--- config.mk ---
export PLATFORM = sky130hd
export DESIGN_NAME = ok_cmd_sequencer
export DESIGN_NICKNAME = d
export VERILOG_FILES = /design/src/rtl/ok_cmd_sequencer.sv
export SDC_FILE = /design/constraint.sdc
export NUM_CORES = 1
export LEC_CHECK = 0
export CORE_ASPECT_RATIO = 0.75
export CORE_MARGIN = 2
export CORE_UTILIZATION = 63
export CTS_CLUSTER_DIAMETER = 150
export DETAILED_ROUTE_END_ITERATION = 8
export PLACE_DENSITY = 0.9
export RECOVER_POWER = 25
export SETUP_SLACK_MARGIN = 0.1
export SLEW_MARGIN = 10
export SYNTH_ARGS = -nofsm -noshare
export SYNTH_HDL_FRONTEND = slang
export SYNTH_SLANG_ARGS = --single-unit
export TNS_END_PERCENT = 30
--- constraint.sdc ---
create_clock -name ti_clk -period 7.75 [get_ports ti_clk]
set_input_delay 1.1625 -clock ti_clk [delete_from_list [all_inputs] [get_ports ti_clk]]
set_output_delay 1.1625 -clock ti_clk [all_outputs]
set_load 0.02 [all_outputs]
--- src/rtl/ok_cmd_sequencer.sv ---
// ok_cmd_sequencer
//   Host-command controller for FrontPanel wire endpoints. The host posts a
//   command by flipping cmd_word[15]. Each command runs on one shared adder,
//   and an ack toggle plus a status word are returned on wire-outs.
//
// Ports
//   ti_clk    FrontPanel target-interface clock (sole clock)
//   rst_n     asynchronous active-low reset (assertion is async, release is
//             synchronised internally)
//   cmd_word  [15] toggle, [14:12] opcode, [11:8] count, [3:0] led pattern
//   opa, opb  operands A / B
//   result    last arithmetic result
//   status    [15] ack, [14] busy, [13] carry/borrow, [12] overrun (sticky),
//             [11] bad opcode, [10:8] last opcode, [7:4] remaining count
//   led       board LEDs, active-low
//
// Opcodes: 0 NOP (clears overrun), 1 ADD, 2 SUB, 3 LEDSET, 4 BLINK,
//          5 MAC (opa + opb*count), 6/7 bad.
module ok_cmd_sequencer #(
  parameter int DW        = 16,
  parameter int BLINK_DIV = 24
) (
  input  logic          ti_clk,
  input  logic          rst_n,
  input  logic [15:0]   cmd_word,
  input  logic [DW-1:0] opa,
  input  logic [DW-1:0] opb,
  output logic [DW-1:0] result,
  output logic [15:0]   status,
  output logic [3:0]    led
);

  localparam logic [2:0] OP_NOP   = 3'd0;
  localparam logic [2:0] OP_ADD   = 3'd1;
  localparam logic [2:0] OP_SUB   = 3'd2;
  localparam logic [2:0] OP_LED   = 3'd3;
  localparam logic [2:0] OP_BLINK = 3'd4;
  localparam logic [2:0] OP_MAC   = 3'd5;

  typedef enum logic [1:0] {ST_ARM, ST_IDLE, ST_EXEC} state_t;

  // Command captured on the toggle edge; wire-ins may change while it runs.
  typedef struct packed {
    logic [2:0]    op;
    logic [3:0]    pat;
    logic [DW-1:0] a;
    logic [DW-1:0] b;
  } req_t;

  // ---------------------------------------------------------------------
  // Reset: assert asynchronously, release on a clock edge.
  // ---------------------------------------------------------------------
  logic [1:0] rst_sync;
  logic       rst_i_n;

  always_ff @(posedge ti_clk or negedge rst_n) begin
    if (!rst_n) rst_sync <= 2'b00;
    else        rst_sync <= {rst_sync[0], 1'b1};
  end
  assign rst_i_n = rst_sync[1];

  // ---------------------------------------------------------------------
  // State
  // ---------------------------------------------------------------------
  state_t               state;
  req_t                 req;
  logic                 tog_seen;
  logic                 ack, busy, carry, overrun, bad;
  logic [2:0]           last_op;
  logic [3:0]           cnt;
  logic [3:0]           led_reg;
  logic [DW-1:0]        acc;
  logic                 mac_c;
  logic                 blink_half;   // 0: pattern phase, 1: dark phase
  logic [BLINK_DIV-1:0] pre;

  logic                 new_tog;
  logic [DW:0]          add_sum;
  logic [DW-1:0]        sub_diff;
  logic [DW:0]          mac_sum;
  logic                 pre_end;

  // Fields of cmd_word that carry nothing for this block.
  logic                 unused_cmd_bits;
  assign unused_cmd_bits = ^cmd_word[7:4];

  assign new_tog  = cmd_word[15] != tog_seen;
  assign add_sum  = {1'b0, req.a} + {1'b0, req.b};
  assign sub_diff = req.a - req.b;
  assign mac_sum  = {1'b0, acc} + {1'b0, req.b};
  assign pre_end  = &pre;

  // ---------------------------------------------------------------------
  // Completion decode for the command in EXEC
  // ---------------------------------------------------------------------
  logic          done;
  logic [DW-1:0] fin_res;
  logic          fin_carry;
  logic          fin_bad;

  always_comb begin
    done      = 1'b0;
    fin_res   = result;
    fin_carry = 1'b0;
    fin_bad   = 1'b0;
    case (req.op)
      OP_NOP, OP_LED: done = 1'b1;
      OP_ADD: begin
        done      = 1'b1;
        fin_res   = add_sum[DW-1:0];
        fin_carry = add_sum[DW];
      end
      OP_SUB: begin
        done      = 1'b1;
        fin_res   = sub_diff;
        fin_carry = req.a < req.b;
      end
      OP_BLINK: begin
        // Last dark phase ending on the final pair closes the command.
        done = (cnt == 4'd0) || (pre_end && blink_half && cnt == 4'd1);
      end
      OP_MAC: begin
        if (cnt == 4'd0) begin
          done      = 1'b1;
          fin_res   = acc;
          fin_carry = mac_c;
        end else begin
          // Finishing edge is the one that performs the last add.
          done      = cnt == 4'd1;
          fin_res   = mac_sum[DW-1:0];
          fin_carry = mac_c | mac_sum[DW];
        end
      end
      default: begin
        done    = 1'b1;
        fin_bad = 1'b1;
      end
    endcase
  end

  // ---------------------------------------------------------------------
  // Sequencer
  // ---------------------------------------------------------------------
  always_ff @(posedge ti_clk or negedge rst_i_n) begin
    if (!rst_i_n) begin
      state      <= ST_ARM;
      req        <= '0;
      tog_seen   <= 1'b0;
      ack        <= 1'b0;
      busy       <= 1'b0;
      carry      <= 1'b0;
      overrun    <= 1'b0;
      bad        <= 1'b0;
      last_op    <= 3'd0;
      cnt        <= 4'd0;
      led_reg    <= 4'd0;
      acc        <= '0;
      mac_c      <= 1'b0;
      blink_half <= 1'b0;
      pre        <= '0;
      result     <= '0;
    end else begin
      case (state)
        // Adopt whatever toggle level the host left behind, so a command
        // posted before reset is not replayed.
        ST_ARM: begin
          tog_seen <= cmd_word[15];
          state    <= ST_IDLE;
        end

        ST_IDLE: begin
          if (new_tog) begin
            tog_seen   <= cmd_word[15];
            req.op     <= cmd_word[14:12];
            req.pat    <= cmd_word[3:0];
            req.a      <= opa;
            req.b      <= opb;
            busy       <= 1'b1;
            acc        <= opa;
            mac_c      <= 1'b0;
            blink_half <= 1'b0;
            pre        <= '0;
            if (cmd_word[14:12] == OP_MAC || cmd_word[14:12] == OP_BLINK)
              cnt <= cmd_word[11:8];
            else
              cnt <= 4'd0;
            if (cmd_word[14:12] == OP_BLINK)
              led_reg <= cmd_word[3:0];
            state <= ST_EXEC;
          end
        end

        ST_EXEC: begin
          // A toggle while busy is consumed and dropped.
          if (new_tog) begin
            tog_seen <= cmd_word[15];
            overrun  <= 1'b1;
          end

          if (req.op == OP_MAC && cnt != 4'd0) begin
            acc   <= mac_sum[DW-1:0];
            mac_c <= mac_c | mac_sum[DW];
            cnt   <= cnt - 4'd1;
          end

          // cnt counts pattern/dark pairs; it steps at the end of each dark phase.
          if (req.op == OP_BLINK && cnt != 4'd0) begin
            pre <= pre + BLINK_DIV'(1);
            if (pre_end) begin
              if (!blink_half) begin
                led_reg    <= 4'd0;
                blink_half <= 1'b1;
              end else begin
                led_reg    <= req.pat;
                blink_half <= 1'b0;
                cnt        <= cnt - 4'd1;
              end
            end
          end

          if (done) begin
            result  <= fin_res;
            carry   <= fin_carry;
            bad     <= fin_bad;
            last_op <= req.op;
            ack     <= tog_seen;
            busy    <= 1'b0;
            cnt     <= 4'd0;
            if (req.op == OP_LED || req.op == OP_BLINK)
              led_reg <= req.pat;
            // A dropped toggle on this same edge keeps overrun set.
            if (req.op == OP_NOP && !new_tog)
              overrun <= 1'b0;
            state <= ST_IDLE;
          end
        end

        default: state <= ST_IDLE;
      endcase
    end
  end

  assign status = {ack, busy, carry, overrun, bad, last_op, cnt, 4'h0};
  assign led    = ~led_reg;

endmodule

==> metrics.md, run 1 <==
| Metric | Value |
|---|---|
| Core box area | `12900 µm²` |
| Yosys top cell area share | `35.8%` |
| Via count | `~7.6k` |
| Gr usage total | `between 30 and 40%` |
| Layout cell share with drive strength beyond 1 | `around 9.9%` |
| Ant. Diodes | `0` |
| Relative slew margins | `-41.1%` |
| Total CTS buffers | `17` |
| Root buf cell | `clkbuf_16` |
| GR Layer Usage met2 | `49.0%` |
| Hold_buf cts | `0` |
| FMAX | `~0.26 GHz` |
| Post-synth top area cell | `dfrtp_1` |
| CTS H-tree depth | `4` |
| Clk_lat worst skew | `420 ps` |
| DP HPWL | `15900 µm` |
| Drc violations | `0` |
| Tightest Pin Transition | `approximately 2100 ps` |
| Worst EP required | `8010 ps` |
| 1st-iter DRT viols | `about 1.1k` |
| Worst Skew | `14.0 ps` |
| Post-synth ARST share | `100%` |
| EDFF count, synth | `0` |
| Syn Inst Count | `928` |
| WL per Instance | `19.4 µm` |
| Area of the mapped netlist | `8250 µm²` |
| Synth Flop Type | `dfrtp_1` |
| Most flop-heavy register | `req` |
| Setup TNS | `0 ps` |
| Number of global-route vias before repair | `just over 7k` |
| First-pass GRT wire length | `35800 µm` |
| Register area share after synthesis | `35.8%` |
| Failing checks | `max-capacitance violations, max-slew violations` |
| DP Cell Count | `1135` |
| Largest net degree at the start of global routing | `63` |
| Status | `finished with violations` |
| Crit path launch type | `flop` |
| Row cnt | `36` |
| CP Max Fanout | `19` |
| Total congestion overflow | `0` |
| Busiest grt layer | `met2` |
| Final Net Count | `1090` |
| Final Hold Vio Count | `0` |
| Met3 GRT Util | `9.93%` |
| Fin area | `slightly below 10000 µm²` |
| Max_cap viols | `1` |
| Worst Hold Class | `flop to flop` |
| Clk buf depth | `2` |
| Top Registers | `req x39, pre x24` |
| Port Buf Inserts | `a little under 80` |
| Netlist cell types | `77` |
| Post-layout minimum cycle time | `3780 ps` |
| Syn. warnings | `0` |
| CTS tree | `yes` |
| Post-route ant nets | `0` |
| Met1 GRT Util | `46.6%` |
| Final Cycle Share | `48.8%` |
| Crit Path Category | `flop to flop` |
| Die area | `roughly 14000 µm²` |
| Final setup fails | `0` |
| RSZ-0062 raised after global routing | `false` |
| Number of gates resized after cts | `0` |
| Area growth, synth to finish | `16.8%` |
| Fin. max-slew vios | `56` |
| Number of flip-flops under the largest register name | `39` |
| Antenna violations before repair | `1` |
| Die H | `between 100 and 150 µm` |
| Via/cell ratio | `6.54` |
| Top Ports | `86` |
| Post-Syn Area per Cell | `between 8 and 9 µm²` |
| Number of setup buffers added after CTS | `0` |
| Detailed Routing Iterations Pass 1 | `8` |
| Starting Density | `between 60 and 70%` |
| Synth cell count leaders | `dfrtp_1, nand2_1, nor2_1` |
| Die width | `roughly 140 µm` |
| Routed wire length | `22600 µm` |
| Worst EP arrival | `4050 ps` |
| Placed instance area | `9070 µm²` |
| Top-count cell post-synth | `dfrtp_1` |
| CTS Sinks | `118` |
| Placer Congestion | `0.959` |
| Yosys reg bits | `118` |
| Non-filler instance count after layout | `1167` |
| Crit. End Element | `flop` |
| CTS clk-pin slew, worst paths | `roughly 60 ps` |
| Top cells by area, synth | `dfrtp_1, ha_1, mux2_2` |
[critical path, cell delays in order, from the launching register on]
cell and delay (ps):
dfrtp_1 410, inv_1 120, ha_1 200, or3b_1 650, and2_1 310, o22ai_1 260, o22a_1 710, o21ai_0 190
a311oi_1 620, a31oi_1 160
[per-stage QoR]
step | hold slack [ps] | utilization [%] | setup WS, ps
2_1_floorplan | 331 | - | 4220
3_3_place_gp | 336 | 70.4 | 4100
3_5_place_dp | 341 | 70.4 | 4030
4_1_cts | 356 | 74.8 | 4130
5_1_grt | 358 | 74.8 | 3870
6_report | 355 | 74.8 | 3970
[routing by layer]
metal,part of all wire [%],vias up
met1,42,3607
met5,0.053,-
met3,12,75
met4,2.6,2
met2,43,477
li1,-,3472
[cell usage in the layout, fill, tap and decap left out, types with 5 or more instances in the layout]
master,count
nor3_1,20
and2_1,8
a31oi_1,16
mux2_2,42
o22ai_1,9
conb_1,5
or3_1,5
a221o_1,10
o221ai_1,6
nor2b_1,13
nand4_1,8
a211oi_1,5
xor2_1,19
or2_2,8
nor2_1,82
dfrtp_1,118
inv_1,53
nor4_1,5
nand2b_1,9
mux2i_1,14
o211ai_1,10
clkbuf_16,17
nand3_1,24
xnor2_1,11
a21o_1,15
buf_4,6
o21ai_0,51
o31ai_1,10
a21oi_1,61
o21a_1,15
o31a_1,7
clkdlybuf4s50_1,75
inv_6,6
nand2_1,91
ha_1,54
[path summary, 6_finish.rpt]
kind / startpoint / endpoint / slack (ps) / cells after the start
worst max-delay path: cnt[0]$_DFFE_PN0P_ / result[13]$_DFFE_PN0P_ / 3970 / 9
worst min-delay path: rst_sync[0]$_DFF_PN0_ / rst_sync[1]$_DFF_PN0_ / 360 / 0
worst max register to register: cnt[0]$_DFFE_PN0P_ / result[13]$_DFFE_PN0P_ / 3970 / 9
worst min register to register: rst_sync[0]$_DFF_PN0_ / rst_sync[1]$_DFF_PN0_ / 360 / 0
max in group asynchronous: rst_sync[1]$_DFF_PN0_ / result[12]$_DFFE_PN0P_ / 5120 / 1
min in group asynchronous: rst_sync[1]$_DFF_PN0_ / req[7]$_DFFE_PN0P_ / 890 / 0
[area by class of cell]
cell class                 instances  area [µm²]
tap                              171         214
fill                             924        3250
inverter                          53         199
sequential                       118        2950
clock buffer                      18         429
clock inverter                    14         139
multi-input combinational        710        4890
timing repair buffer              83         816
[kinds of logic (layout without fill, tap and decap cells)]
| logic type | Yosys count | after routing | share of synthesized area (%) |
|---|---|---|---|
| AND/OR/NAND/NOR | 296 | 296 | 17.3 |
| multiplexers | 57 | 57 | 7.60 |
| XOR/XNOR | 31 | 31 | 3.38 |
| AO/OA/AOI/OAI | 264 | 264 | 21.7 |
| buffers and inverters | 103 | 168 | 5.23 |
| other | 2 | 5 | 0.0910 |
| flip-flops | 118 | 118 | 35.8 |
| adder cells (fa/ha/maj) | 57 | 57 | 8.92 |
Power of run 1 is not shown: default switching activity piles up to over one toggle a cycle in this logic, so the estimate is an artifact.
==> run 2: changes to the inputs <==
- CORE_UTILIZATION: 63 -> 58
- PLACE_DENSITY: 0.9 -> 0.84
- clock period: 7.75 -> 3.8 ns (I/O delays scaled with it)
==> metrics.md, run 2 (synthesis results as in run 1) <==
| Metric | Value |
|---|---|
| Status | `finished with violations` |
| Failing checks | `max-capacitance violations, max-slew violations` |
| Clk buf depth | `2` |
| First-pass GRT wire length | `36800 µm` |
| CTS H-tree depth | `4` |
| Root buf cell | `clkbuf_16` |
| Die width | `between 100 and 150 µm` |
| Core box area | `13800 µm²` |
| Crit. End Element | `flop` |
| Most flop-heavy register | `req` |
| Top Registers | `req x39, pre x24` |
| Number of flip-flops under the largest register name | `39` |
| Fin. max-slew vios | `64` |
| Gr usage total | `31.1%` |
| Port Buf Inserts | `77` |
| Final Hold Vio Count | `0` |
| Hold_buf cts | `0` |
| Die H | `107 µm` |
| Final setup fails | `0` |
| Starting Density | `59.8%` |
| Die area | `15200 µm²` |
| Worst Hold Class | `flop to flop` |
| CP Max Fanout | `10` |
| Worst EP required | `around 4100 ps` |
| Antenna violations before repair | `0` |
| Via count | `7631` |
| Top Ports | `86` |
| DP HPWL | `16500 µm` |
| Row cnt | `37` |
| Via/cell ratio | `6.46` |
| Relative slew margins | `-70.9%` |
| FMAX | `0.313 GHz` |
| Largest net degree at the start of global routing | `64` |
| CTS clk-pin slew, worst paths | `50 ps` |
| Ant. Diodes | `0` |
| Commonest non-fill, non-tap cell in the layout | `dfrtp_1` |
| Layout cell share with drive strength beyond 1 | `10.8%` |
| 1st-iter DRT viols | `approximately 1000` |
| Highest-count cells in the layout ignoring fill and taps | `dfrtp_1, nand2_1, nor2_1` |
| Tightest Pin Transition | `2560 ps` |
| Drc violations | `0` |
| DR top layer | `met4` |
| Area growth, synth to finish | `18.4%` |
| Crit Path Category | `flop to flop` |
| Met3 wire len | `between 2000 and 3000 µm` |
| Number of setup buffers added after CTS | `0` |
| Max_cap viols | `1` |
| Hold Path Stages | `0` |
| Post-route ant nets | `0` |
| Post-layout minimum cycle time | `3200 ps` |
| CTS Sinks | `118` |
| Final Cycle Share | `84.1%` |
| Total CTS buffers | `17` |
| Clk_lat worst skew | `430 ps` |
| Worst EP arrival | `3480 ps` |
| Placer Congestion | `0.925` |
| Worst Skew | `approximately 12 ps` |
| Routed wire length | `22900 µm` |
| DR WL met2 | `a little under 10000 µm` |
| Crit path launch type | `flop` |
| M1 WL | `10100 µm` |
| Number of gates resized after cts | `0` |
| Worst r2r path cells | `9` |
| RSZ-0062 raised after global routing | `false` |
| Detailed Routing Iterations Pass 1 | `9` |
| Setup TNS | `0 ps` |
| Total congestion overflow | `0` |
| # fillers | `1049` |
| Final Net Count | `1101` |
| Number of global-route vias before repair | `7097` |
| CTS tree | `yes` |
| WL per Instance | `19.4 µm` |
## run 2: path summary, 6_finish.rpt
check / start / endpoint / slack (ps)
max: req[7]$_DFFE_PN0P_ / result[10]$_DFFE_PN0P_ / 600
min: rst_sync[0]$_DFF_PN0_ / rst_sync[1]$_DFF_PN0_ / 360
max reg2reg: req[7]$_DFFE_PN0P_ / result[10]$_DFFE_PN0P_ / 600
min reg2reg: rst_sync[0]$_DFF_PN0_ / rst_sync[1]$_DFF_PN0_ / 360
max in group asynchronous: rst_sync[1]$_DFF_PN0_ / blink_half$_DFFE_PN0P_ / 970
min in group asynchronous: rst_n / rst_sync[0]$_DFF_PN0_ / 380
## run 2: cell type report
class	instances	area (µm²)	share of cell area, %
multi-input combinational	710	4890	50.0
clock buffer	21	470	4.82
sequential	118	2950	30.2
tap	175	219	2.24
timing repair buffer	94	896	9.17
clock inverter	10	145	1.49
inverter	53	199	2.04
## run 2: metal layers
layer / vias up / global-route usage, %
li1: 3486 / -
met3: 46 / 8.50
met4: 0 / 9.29
met5: - / 0
met2: 457 / 44.7
met1: 3642 / 45.9
## run 2: critical path: stages, from the launching register on
cell      delay (ps)
dfrtp_1          450
inv_1             70
ha_1             430
nor4_1           530
nand2b_1         100
o21ai_0          620
or2_2            240
o22ai_1           70
o21ai_0          360
a41oi_1          170
## run 2: stage by stage
stage	cell area, µm²	util (%)	hold WS, ps	instances	setup WS [ps]
6_report	9770	70.8	361	1181	604
5_1_grt	9770	70.8	364	1181	393
4_1_cts	9780	70.9	301	1181	860
3_5_place_dp	9160	66.4	349	1150	641
3_3_place_gp	9160	66.4	332	1150	698
2_1_floorplan	8260	-	274	931	269
Power of run 2 is left out for the same reason.
==> run 3: changes to the inputs <==
- CORE_UTILIZATION: 58 -> 52
- PLACE_DENSITY: 0.84 -> 0.8
- clock period: 3.8 -> 2.7 ns (I/O delays scaled with it)
==> metrics.md, run 3 (synthesis results as in run 1) <==
| Metric | Value |
|---|---|
| Status | `finished with violations` |
| Failing checks | `max-capacitance violations, max-slew violations` |
| Number of flip-flops under the largest register name | `39` |
| Worst r2r path cells | `9` |
| WL per Instance | `18.6 µm` |
| RR Endpoint | `result[14]$_DFFE_PN0P_` |
| Setup TNS | `0 ps` |
| Row cnt | `39` |
| R2r startpoint | `req[8]$_DFFE_PN0P_` |
| Worst Skew | `a little over 8 ps` |
| Core box area | `15400 µm²` |
| Top Ports | `between 80 and 90` |
| Critical Path Max Stage Delay | `410 ps` |
| CTS H-tree depth | `4` |
| Crit Path Category | `flop to flop` |
| Total CTS buffers | `17` |
| Clk buf depth | `2` |
| Commonest non-fill, non-tap cell in the layout | `dfrtp_1` |
| RSZ-0062 raised after global routing | `true` |
| 1st-iter DRT viols | `900` |
| Number of global-route vias before repair | `7360` |
| Final Net Count | `approximately 1.2k` |
| Die width | `between 100 and 150 µm` |
| DP HPWL | `~17000 µm` |
| Placer Congestion | `0.970` |
| Highest-count cells in the layout ignoring fill and taps | `dfrtp_1, nand2_1, nor2_1` |
| Crit path from | `req[8]$_DFFE_PN0P_` |
| Non-filler instance count after layout | `1264` |
| Worst EP arrival | `between 2000 and 3000 ps` |
| Relative slew margins | `-4.06%` |
| Post-route ant nets | `0` |
| Setup slack, reg-to-reg | `60 ps` |
| Crit. End Element | `flop` |
| Fin Hold WS | `205 ps` |
| CTS clk-pin slew, worst paths | `60 ps` |
| CTS tree | `yes` |
| DP Cell Count | `1222` |
| Gr usage total | `28.9%` |
| Final setup fails | `0` |
| Layout cell share with drive strength beyond 1 | `18.7%` |
| Final Hold Vio Count | `0` |
| Port Buf Inserts | `77` |
| # fillers | `1205` |
| Detailed Routing Iterations Pass 1 | `6` |
| First-pass GRT wire length | `38300 µm` |
| Worst Hold Class | `input pin to asynchronous set/reset pin` |
| Drc violations | `0` |
| Critical path cell sequence | `inv_1, ha_1, or2_2, o31a_1, and4_1, a221o_1, a311o_1, nand3_2, a31oi_1` |
| CP Buf/Inv Count | `1` |
| CP Max Fanout | `4` |
| Area growth, synth to finish | `25.7%` |
| Worst EP required | `3010 ps` |
| Ant. Diodes | `0` |
| Die area | `16900 µm²` |
| Multi-input logic area | `5060 µm²` |
| Root buf cell | `clkbuf_16` |
| CTS Sinks | `118` |
| Top Registers | `req x39, pre x24` |
| Max_cap viols | `1` |
| Routed wire length | `23500 µm` |
| Die H | `113 µm` |
| Via/cell ratio | `6.14` |
| Starting Density | `53.7%` |
| Largest delay share family, worst path | `compound AO/OA/AOI/OAI gates` |
| Via count | `7767` |
| Fin. max-slew vios | `39` |
| Clk_lat worst skew | `430 ps` |
| FMAX | `0.378 GHz` |
| Worst setup endpoint | `result[14]$_DFFE_PN0P_` |
| Post-layout minimum cycle time | `between 2000 and 3000 ps` |
| Crit path launch type | `flop` |
| Crit path depth | `9` |
| Most flop-heavy register | `req` |
| Tightest Pin Transition | `around 1600 ps` |
| Worst path slowest cell | `dfrtp_1` |
| Final Cycle Share | `97.9%` |
| FF/Latch Area | `2950 µm²` |
| Total congestion overflow | `0` |
| Antenna violations before repair | `0` |
| Largest net degree at the start of global routing | `61` |
[run 3: cell count changes in the layout (fill, tap and decap cells not counted), moves of 4 or more]
cell     before  now
o21ai_0      51   41
ha_1         54   50
inv_2         0    4
buf_4        16   65
o21ai_1       1    8
inv_1        53   49
[run 3: worst min-delay path by stage]
stage / from / to / slack [ps] / depth (start not counted)
finish: rst_n / rst_sync[0]$_DFF_PN0_ / 210 / 1
global route: rst_n / rst_sync[0]$_DFF_PN0_ / 210 / 1
CTS: rst_n / rst_sync[1]$_DFF_PN0_ / 130 / 1
detailed placement: rst_sync[1]$_DFF_PN0_ / pre[5]$_DFFE_PN0P_ / 320 / 0
global placement: rst_sync[1]$_DFF_PN0_ / pre[6]$_DFFE_PN0P_ / 320 / 0
floorplan: rst_n / rst_sync[0]$_DFF_PN0_ / 110 / 0
[run 3: per-stage QoR]
step	area [µm²]	util [%]	setup slack, ps
global placement	9550	62.1	15.4
CTS	10200	66.4	71.4
detailed placement	9550	62.1	-105
floorplan	8260	-	124
finish	10400	67.5	56.4
global route	10400	67.5	-64.1
[run 3: what timing repair did]
item                       in CTS  in global routing
setup endpoints to repair       8                 20
cloned                          0                  0
buffers inserted                4                  6
hold buffers                    0                  0
gates resized for setup        11                 42
pin swaps                       9                 21
[run 3: area by class of cell]
| type | count | area share, % |
|---|---|---|
| repair buffers | 146 | 12.8 |
| clock buffers | 22 | 4.57 |
| multi-input cells | 710 | 48.8 |
| clock inverters | 10 | 0.929 |
| inverters | 53 | 1.92 |
| well taps | 205 | 2.47 |
| flip-flops and latches | 118 | 28.5 |
[run 3: per-layer routing]
metal	vias up	global-route usage (%)	part of all wire, %
met5	-	0	0
met4	0	8.06	1.7
met3	45	8.95	11
met2	403	40.7	41
met1	3716	42.7	46
li1	3603	-	-
Power of run 3 is left out for the same reason.
